### src/rtl/memory_arbiter_pkg.sv
// Shared types and constants for the memory arbiter: FSM state encoding,
// grant encoding and default block-bus widths.
package memory_arbiter_pkg;

    localparam int DEF_ADDR_W  = 28;
    localparam int DEF_BLOCK_W = 128;

    typedef enum logic [1:0] {
        ARB_IDLE  = 2'd0,
        ARB_ISSUE = 2'd1,
        ARB_WAIT  = 2'd2
    } arb_state_e;

    typedef enum logic {
        GRANT_I = 1'b0,
        GRANT_D = 1'b1
    } grant_e;

endpackage

### src/rtl/memory_arbiter_if.sv
// Block-transfer bus between a requester and a responder. One instance per
// cache port and one for the shared memory port.
interface memory_arbiter_if
    import memory_arbiter_pkg::*;
#(
    parameter int ADDR_W  = DEF_ADDR_W,
    parameter int BLOCK_W = DEF_BLOCK_W
);
    logic               read;
    logic               write;
    logic [ADDR_W-1:0]  address;
    logic [BLOCK_W-1:0] writedata;
    logic [BLOCK_W-1:0] readdata;
    logic               busywait;

    modport master (
        output read, write, address, writedata,
        input  readdata, busywait
    );

    modport slave (
        input  read, write, address, writedata,
        output readdata, busywait
    );
endinterface

### src/rtl/memory_arbiter_priority_select.sv
// Tie-break between simultaneous icache and dcache requests.
// ARB_ROUND_ROBIN_EN: alternate on ties; otherwise the dcache always wins.
module arb_priority_select
    import memory_arbiter_pkg::*;
(
    input  logic   i_req,
    input  logic   d_req,
    input  grant_e last_grant,
    output grant_e grant_next
);

`ifndef ARB_ROUND_ROBIN_EN
    // Fixed priority has no use for history; the sink keeps the port visible.
    logic unused_last_grant;
    assign unused_last_grant = last_grant;
`endif

    // NOTE: the default assignment first guarantees no latch on any path.
    always_comb begin
        grant_next = GRANT_I;
        if (i_req && d_req) begin
`ifdef ARB_ROUND_ROBIN_EN
            grant_next = (last_grant == GRANT_D) ? GRANT_I : GRANT_D;
`else
            grant_next = GRANT_D;
`endif
        end else if (d_req) begin
            grant_next = GRANT_D;
        end
    end

endmodule

### src/rtl/memory_arbiter.sv
// Shares one memory block port between icache refills and dcache refills or
// write-backs. Tie policy selected by ARB_ROUND_ROBIN_EN (see arb_priority_select).
module memory_arbiter
    import memory_arbiter_pkg::*;
(
    input  logic            clock,
    input  logic            reset,
    memory_arbiter_if.slave  icache,
    memory_arbiter_if.slave  dcache,
    memory_arbiter_if.master mem
);

    arb_state_e state_q, state_d;
    grant_e     grant_q, grant_d;
    grant_e     last_grant_q, last_grant_d;
    grant_e     grant_pick;

    logic i_req;
    logic d_req;
    logic mem_done;

    assign i_req    = icache.read;
    assign d_req    = dcache.read | dcache.write;
    assign mem_done = (state_q == ARB_WAIT) && !mem.busywait;

    arb_priority_select u_priority_select (
        .i_req      (i_req),
        .d_req      (d_req),
        .last_grant (last_grant_q),
        .grant_next (grant_pick)
    );

    // NOTE: state registers use non-blocking assignments so every flop samples pre-edge values.
    always_ff @(posedge clock) begin
        if (reset) begin
            state_q      <= ARB_IDLE;
            grant_q      <= GRANT_I;
            last_grant_q <= GRANT_I;
        end else begin
            state_q      <= state_d;
            grant_q      <= grant_d;
            last_grant_q <= last_grant_d;
        end
    end

    always_comb begin
        state_d      = state_q;
        grant_d      = grant_q;
        last_grant_d = last_grant_q;
        case (state_q)
            ARB_IDLE: begin
                if (i_req || d_req) begin
                    grant_d = grant_pick;
                    state_d = ARB_ISSUE;
                end
            end
            ARB_ISSUE: state_d = ARB_WAIT;
            ARB_WAIT: begin
                if (!mem.busywait) begin
                    last_grant_d = grant_q;
                    state_d      = ARB_IDLE;
                end
            end
            default: state_d = ARB_IDLE;
        endcase
    end

    // The memory port follows the granted requester's live inputs while a transfer is open.
    always_comb begin
        mem.read      = 1'b0;
        mem.write     = 1'b0;
        mem.address   = '0;
        mem.writedata = '0;
        case (state_q)
            ARB_ISSUE, ARB_WAIT: begin
                if (grant_q == GRANT_D) begin
                    mem.read      = dcache.read;
                    mem.write     = dcache.write;
                    mem.address   = dcache.address;
                    mem.writedata = dcache.writedata;
                end else begin
                    mem.read      = icache.read;
                    mem.address   = icache.address;
                    mem.writedata = icache.writedata;
                end
            end
            default: ;
        endcase
        icache.busywait = i_req & ~((grant_q == GRANT_I) & mem_done);
        dcache.busywait = d_req & ~((grant_q == GRANT_D) & mem_done);
    end

    assign icache.readdata = mem.readdata;
    assign dcache.readdata = mem.readdata;

`ifndef SYNTHESIS
    a_req_held: assert property (@(posedge clock) disable iff (reset)
        (state_q != ARB_IDLE) |-> ((grant_q == GRANT_D) ? d_req : i_req));
    a_icache_read_only: assert property (@(posedge clock) disable iff (reset)
        !icache.write);
    a_dcache_exclusive: assert property (@(posedge clock) disable iff (reset)
        !(dcache.read && dcache.write));
`endif

endmodule
### src/flat_wrapper.sv
// flat-port wrapper written by rule: the top's interface ports become plain ports
module memory_arbiter_flat import memory_arbiter_pkg::*;
  (clock, reset, icache_read, icache_write, icache_address, icache_writedata, icache_readdata, icache_busywait, dcache_read, dcache_write, dcache_address, dcache_writedata, dcache_readdata, dcache_busywait, mem_read, mem_write, mem_address, mem_writedata, mem_readdata, mem_busywait);
  memory_arbiter_if icache_i ();
  memory_arbiter_if dcache_i ();
  memory_arbiter_if mem_i ();
  input  logic clock;
  input  logic reset;
  input wire logic [$bits(icache_i.read)-1:0] icache_read;
  input wire logic [$bits(icache_i.write)-1:0] icache_write;
  input wire logic [$bits(icache_i.address)-1:0] icache_address;
  input wire logic [$bits(icache_i.writedata)-1:0] icache_writedata;
  output wire logic [$bits(icache_i.readdata)-1:0] icache_readdata;
  output wire logic [$bits(icache_i.busywait)-1:0] icache_busywait;
  input wire logic [$bits(dcache_i.read)-1:0] dcache_read;
  input wire logic [$bits(dcache_i.write)-1:0] dcache_write;
  input wire logic [$bits(dcache_i.address)-1:0] dcache_address;
  input wire logic [$bits(dcache_i.writedata)-1:0] dcache_writedata;
  output wire logic [$bits(dcache_i.readdata)-1:0] dcache_readdata;
  output wire logic [$bits(dcache_i.busywait)-1:0] dcache_busywait;
  output wire logic [$bits(mem_i.read)-1:0] mem_read;
  output wire logic [$bits(mem_i.write)-1:0] mem_write;
  output wire logic [$bits(mem_i.address)-1:0] mem_address;
  output wire logic [$bits(mem_i.writedata)-1:0] mem_writedata;
  input wire logic [$bits(mem_i.readdata)-1:0] mem_readdata;
  input wire logic [$bits(mem_i.busywait)-1:0] mem_busywait;
  assign icache_i.read = icache_read;
  assign icache_i.write = icache_write;
  assign icache_i.address = icache_address;
  assign icache_i.writedata = icache_writedata;
  assign icache_readdata = icache_i.readdata;
  assign icache_busywait = icache_i.busywait;
  assign dcache_i.read = dcache_read;
  assign dcache_i.write = dcache_write;
  assign dcache_i.address = dcache_address;
  assign dcache_i.writedata = dcache_writedata;
  assign dcache_readdata = dcache_i.readdata;
  assign dcache_busywait = dcache_i.busywait;
  assign mem_read = mem_i.read;
  assign mem_write = mem_i.write;
  assign mem_address = mem_i.address;
  assign mem_writedata = mem_i.writedata;
  assign mem_i.readdata = mem_readdata;
  assign mem_i.busywait = mem_busywait;
  memory_arbiter u_core (.clock(clock), .reset(reset), .icache(icache_i), .dcache(dcache_i), .mem(mem_i));
endmodule
### config.mk
export PLATFORM = sky130hd
export DESIGN_NAME = memory_arbiter_flat
export DESIGN_NICKNAME = d
export VERILOG_FILES = /design/src/rtl/memory_arbiter_pkg.sv /design/src/rtl/memory_arbiter_if.sv /design/src/rtl/memory_arbiter_priority_select.sv /design/src/rtl/memory_arbiter.sv /design/src/flat_wrapper.sv
export SDC_FILE = /design/constraint.sdc
export NUM_CORES = 1
export LEC_CHECK = 0
export ABC_AREA = 1
export ABC_CLOCK_PERIOD_IN_PS = 2200
export CAP_MARGIN = 0
export CORE_AREA = 5 5 330 332
export DETAILED_ROUTE_END_ITERATION = 10
export DIE_AREA = 0 0 335 337
export GPL_TIMING_DRIVEN = 1
export PLACE_DENSITY_LB_ADDON = 0.2
export SYNTH_ARGS = -nofsm -noshare
export SYNTH_HDL_FRONTEND = slang
export SYNTH_SLANG_ARGS = --single-unit
### constraint.sdc
create_clock -name clock -period 2.2 [get_ports clock]
set_input_delay 0.44 -clock clock [delete_from_list [all_inputs] [get_ports clock]]
set_output_delay 0.44 -clock clock [all_outputs]
set_load 0.01 [all_outputs]
Word level (Yosys, flattened, before mapping)
Index checks and enable logic that the tools add are counted.

word-level totals
  bits in registers = 3
  latch bits = 0
  memory bits (writable) = 0
  ROM bits = 0
  logic and storage cells = 35
  memories kept = 0

operators by class
  add/sub/neg operators = 0
  multiply operators = 0
  divide/modulo/power cells = 0
  order comparisons = 0
  equal/unequal tests = 4
  shift-type cells = 0
  muxes and demuxes = 13
  bitwise operators = 8
  reduce and logical (&&, ||, !) cells = 8

operators with widths
  operator                                                               number
  128-bit 2-to-1 mux                                                     2
  28-bit 2-to-1 mux                                                      2
  1-bit 2-to-1 mux                                                       6
  2-bit case mux with 3 select lines                                     1
  1-bit bitwise AND                                                      4
  2-bit 2-to-1 mux                                                       2
  2-bit AND reduction                                                    2
  1-bit NOT                                                              3
  2-bit by 1-bit equality test with 1-bit output, second input constant  1
  2-bit equality test, second input constant                             1
  1-bit logical AND                                                      2
  2-bit logical NOT                                                      1
  2-bit by 1-bit != test with 1-bit output, second input constant        1
  2-bit != test, second input constant                                   1
  2-bit OR reduction                                                     1
  1-bit logical NOT                                                      1
  1-bit logical OR                                                       1
  1-bit bitwise OR                                                       1

Logic depth before layout (Yosys ltp)
  word-level depth = 5
  mapped depth = 8
  gate-level depth less buffers = 8

Modules after synthesis
A second synthesis with hierarchy kept.

second synthesis, totals
  cell total of the unflattened synthesis = 816
  area, all modules = 4,469.3 sq um

modules (own cells, without submodules)
  module               instances  cells each  area an instance (sq um)  sequential area each (sq um)
  memory_arbiter       1          815         4,465.5                   80.1
  arb_priority_select  1          1           3.8                       0.0

Least setup slack after synthesis
Ideal clock, no wire load.

  kind = flip-flop to output port
  start point = register u_core.state_q[0]
  end point = output mem_writedata[100]
  data arrival time = 1.398 ns
  path slack = 0.362 ns
  stages on the path, launching flop included = 7
  path buffers = 2
  cell sequence = dfxtp_1 -> inv_1 -> ha_1 -> buf_2 -> clkbuf_1 -> o21ai_0 -> nor2_1

on the way
  cells in the longest elaborated chain, start to end = 3
  elaborated cells on any way between the ends = 4
  those cells by class = eq/ne (2); mux (1); reduce/logical (1)

RTL lines
  what                                                                                   line                  text
  start: declaration                                                                     memory_arbiter.sv:13  arb_state_e state_q, state_d;
  start signal: assignment                                                               memory_arbiter.sv:40  state_q <= state_d;
  2-bit by 1-bit equality test with 1-bit output or 2-bit equality test (tied branches)  memory_arbiter.sv:74  case (state_q)
  2-bit OR reduction (*)                                                                 memory_arbiter.sv:74
  128-bit 2-to-1 mux (*)                                                                 memory_arbiter.sv:74
  end: declaration                                                                       flat_wrapper.sv:24    output wire logic [$bits(mem_i.writedata)-1:0] mem_writedata;

Every way passes the cells marked *; elsewhere a longest branch is shown, timed or not.

Worst setup path after layout
  start point = register u_core.state_q[1]
  end point = output mem_writedata[66]

Same word-level chain as after synthesis.

==> metrics.yaml <==
timing:
  hold_viol_final: 0
  fin_tns_setup_ns: -0.442
  final-setup-viol-count: 23
  fin_skew_ns: 0.000127
  hold_slack_ns: 0.594
  worst_slack_ns: -0.0533
  post-route-period-util_pct: 102
  fmax_mhz: 444
  relSlewSlack_pct: 74.6
  tightest_slew_ns: 0.379
  slew_violations: 0
  finalCriticalPeriod_ns: 2.25
  grt_setup_unrepaired: "yes"
synthesis:
  synth_common_cells: "nor2_1, buf_4, o21ai_0"
  ys_warn_count: 0
  syn-num-nets: 1266
  synth_area_leaders: "buf_4, nor2_1, o21ai_0, buf_6, nor2_2"
  async_flop_share_pct: 0
  synth-main-ff-cell: "dfxtp_1"
  netlist_area_um2: 4490
  ys_seq_area_share_pct: 1.34
  yosysTopAreaCell: "buf_4"
  synth_cells: 815
  yosysUniqueCellTypes: 17
  synth.top_cell.area_share_pct: 42.8
  synth.most_common_cell: "nor2_1"
  synth_enable_flop_cells: 0
  synth_seq_cells: 3
  syn_avg_cell_area_um2: 5.51
floorplan:
  core_um2: 106000
  start_util_pct: 4.24
  placementRows: 120
  io_pins: 863
  dieArea_um2: 113000
  die_width_um: 335
  dieHeight_um: 337
clock_tree:
  clk_pin_slew_worst_paths_ns: 0.03
  clock_path_buffers: 2
  cts_hold_buf: 0
  cts_tree: "done"
  numCtsBuffers: 3
  htreeDepth: 1
  cts_root_buf: "clkbuf_16"
  cts.sinks: 3
  insertion_delay_ns: 0.22
pwr:
  power.leakage_uw: 0.00422
  internal_power_uw: 4710
  switching_share_pct: 49.3
  ir_worst_vdd_v: 0.000279
  p_sw_uw: 4580
  pwr-share-seq_pct: 0.8
  p_comb_share_pct: 96.1
  power_density_nw_per_um2: 807
  power_frac_clock_pct: 3.1
worst_setup_path:
  end_kind: "output pin"
  crit_type: "flop to output pin"
  critical_path.top_delay_family: "buffers and inverters"
  path_common_cell: "buf_12"
  rrSetupSlack_ns: 0.98
  path_buf_inv: 6
  cp.depth: 9
  reg2reg_from: "u_core.grant_q$_SDFFE_PP0P_"
  cp-start-kind: "flop"
  path_cells: "inv_2 > ha_4 > buf_12 > buf_12 > buf_16 > buf_8 > o21ai_2 > nor2_2 > buf_12"
  required_ns: 1.76
  max_stage_delay_ns: 0.32
  worst_path_max_delay_cell: "dfxtp_2"
  r2r-end: "u_core.grant_q$_SDFFE_PP0P_"
  cp.arrival_ns: 1.81
  r2r_cells: 4
  path_max_fanout: 5
place:
  place_congestion: 0.762
  place_hpwl_um: 48600
  port_buffers: 477
  placed_cells: 2430
  detailed_place.area_um2: 9600
  preCtsSetupSlack_ns: -0.407
min_path:
  holdPathEnd: "u_core.state_q[0]$_SDFFE_PP0P_"
  whs_path_depth: 3
  worstHoldStart: "u_core.state_q[0]$_SDFFE_PP0P_"
  hp-class: "flop to flop"
routing:
  num_vias: 6431
  dr.pass1.iters: 4
  wl_um: 60400
  drcViolationCount: 0
  first_iter_violations: 151
  antenna_left: 0
  wl_per_cell_um: 24.2
  vias_per_cell: 2.57
layout:
  final_cell_count_no_fill: 2499
  nets: 1546
  syn2layout_area_growth_pct: 156
  final_area_um2: 11500
  drive_gt1_share_pct: 42.5
grt:
  grt_pass1_wl_um: 73300
  grt_pass1_vias: 6911
  antenna_found_initial: 15
  gr-total-overflow: 0
  grt_max_degree: 28
  grt.total_usage_pct: 9.86
run:
  maxCapViolations: 0
outcome:
  failed_checks: "setup timing"
  status: "finished with violations"
repair_timing:
item / 4_1_cts / 5_1_grt
resized for setup: 543 / 308
pin swaps: 55 / 107
setup buffers: 38 / 14
endpoints found under the setup margin: 142 / 142
cloned: 15 / 3
worst register-to-register path: cells and delay by family, from the launching register on:
kind / cells / cell delay, ns
AO/OA/AOI/OAI: 2 / 0.28
buffers and inverters: 2 / 0.52
flip-flops: 1 / 0.34
how the worst max path moves through the flow:
| stage | start | endpoint |
|---|---|---|
| floorplan | u_core.state_q[0]$_SDFFE_PP0P_ | mem_writedata[100] |
| global placement | u_core.state_q[0]$_SDFFE_PP0P_ | mem_writedata[27] |
| detailed placement | u_core.state_q[1]$_SDFFE_PP0P_ | mem_writedata[27] |
| CTS | u_core.state_q[1]$_SDFFE_PP0P_ | mem_writedata[57] |
| global route | u_core.state_q[1]$_SDFFE_PP0P_ | mem_writedata[60] |
| finish | u_core.state_q[1]$_SDFFE_PP0P_ | mem_writedata[66] |
cells in the final DEF (no fill, tap or decap), types with 37 or more instances in the layout:
cell type / n
buf_6: 47
o21ai_0: 39
o21ai_2: 73
nor2_1: 220
buf_2: 51
buf_4: 62
clkdlybuf4s50_1: 317
nor2_2: 59
buf_12: 56
nor2_4: 37
registers in the layout, summed over array words and instances (netlist names):
name            flops
u_core.grant_q      1
u_core.state_q      2
area by class of cell:
type | instances | area, um2
flip-flops and latches | 3 | 66.3
multi-input cells | 493 | 3060
diodes | 2 | 5.00
repair buffers | 582 | 6500
fillers | 12500 | 94500
clock buffers | 4 | 78.8
inverters | 12 | 57.6
well taps | 1403 | 1760
kinds of logic after synthesis:
group                    after synthesis  share of synthesized area, %
buffers and inverters                319                          50.9
adder cells (fa/ha/maj)                4                          1.11
AO/OA/AOI/OAI                        164                          18.3
AND/OR/NAND/NOR                      325                          28.4
flip-flops                             3                          1.34
layer usage:
layer | GRT usage [%] | up-vias | part of all wire, %
li1 | - | 2878 | -
met1 | 11.6 | 2846 | 39
met2 | 15.3 | 604 | 43
met3 | 5.93 | 95 | 14
met4 | 2.22 | 8 | 3.1
met5 | 0.681 | - | 0.25
through the flow:
step | util [%] | power (uW)
3_5_place_dp | 9.06 | 6380
4_1_cts | 10.2 | 8750
5_1_grt | 10.9 | 9860
3_3_place_gp | 9.06 | 6390
2_1_floorplan | - | 2370
6_report | 10.9 | 9290
power groups by stage:
| stage | logic (uW) | registers, uW | clock network (uW) |
|---|---|---|---|
| after floorplan | 2290 | 75.4 | 0 |
| after global placement | 6300 | 96.1 | 0 |
| after detailed placement | 6290 | 95.6 | 0 |
| after CTS | 8390 | 76.4 | 289 |
| after global routing | 9490 | 79.1 | 294 |
| final | 8930 | 76.6 | 284 |
(Power assumes the default switching activity.)
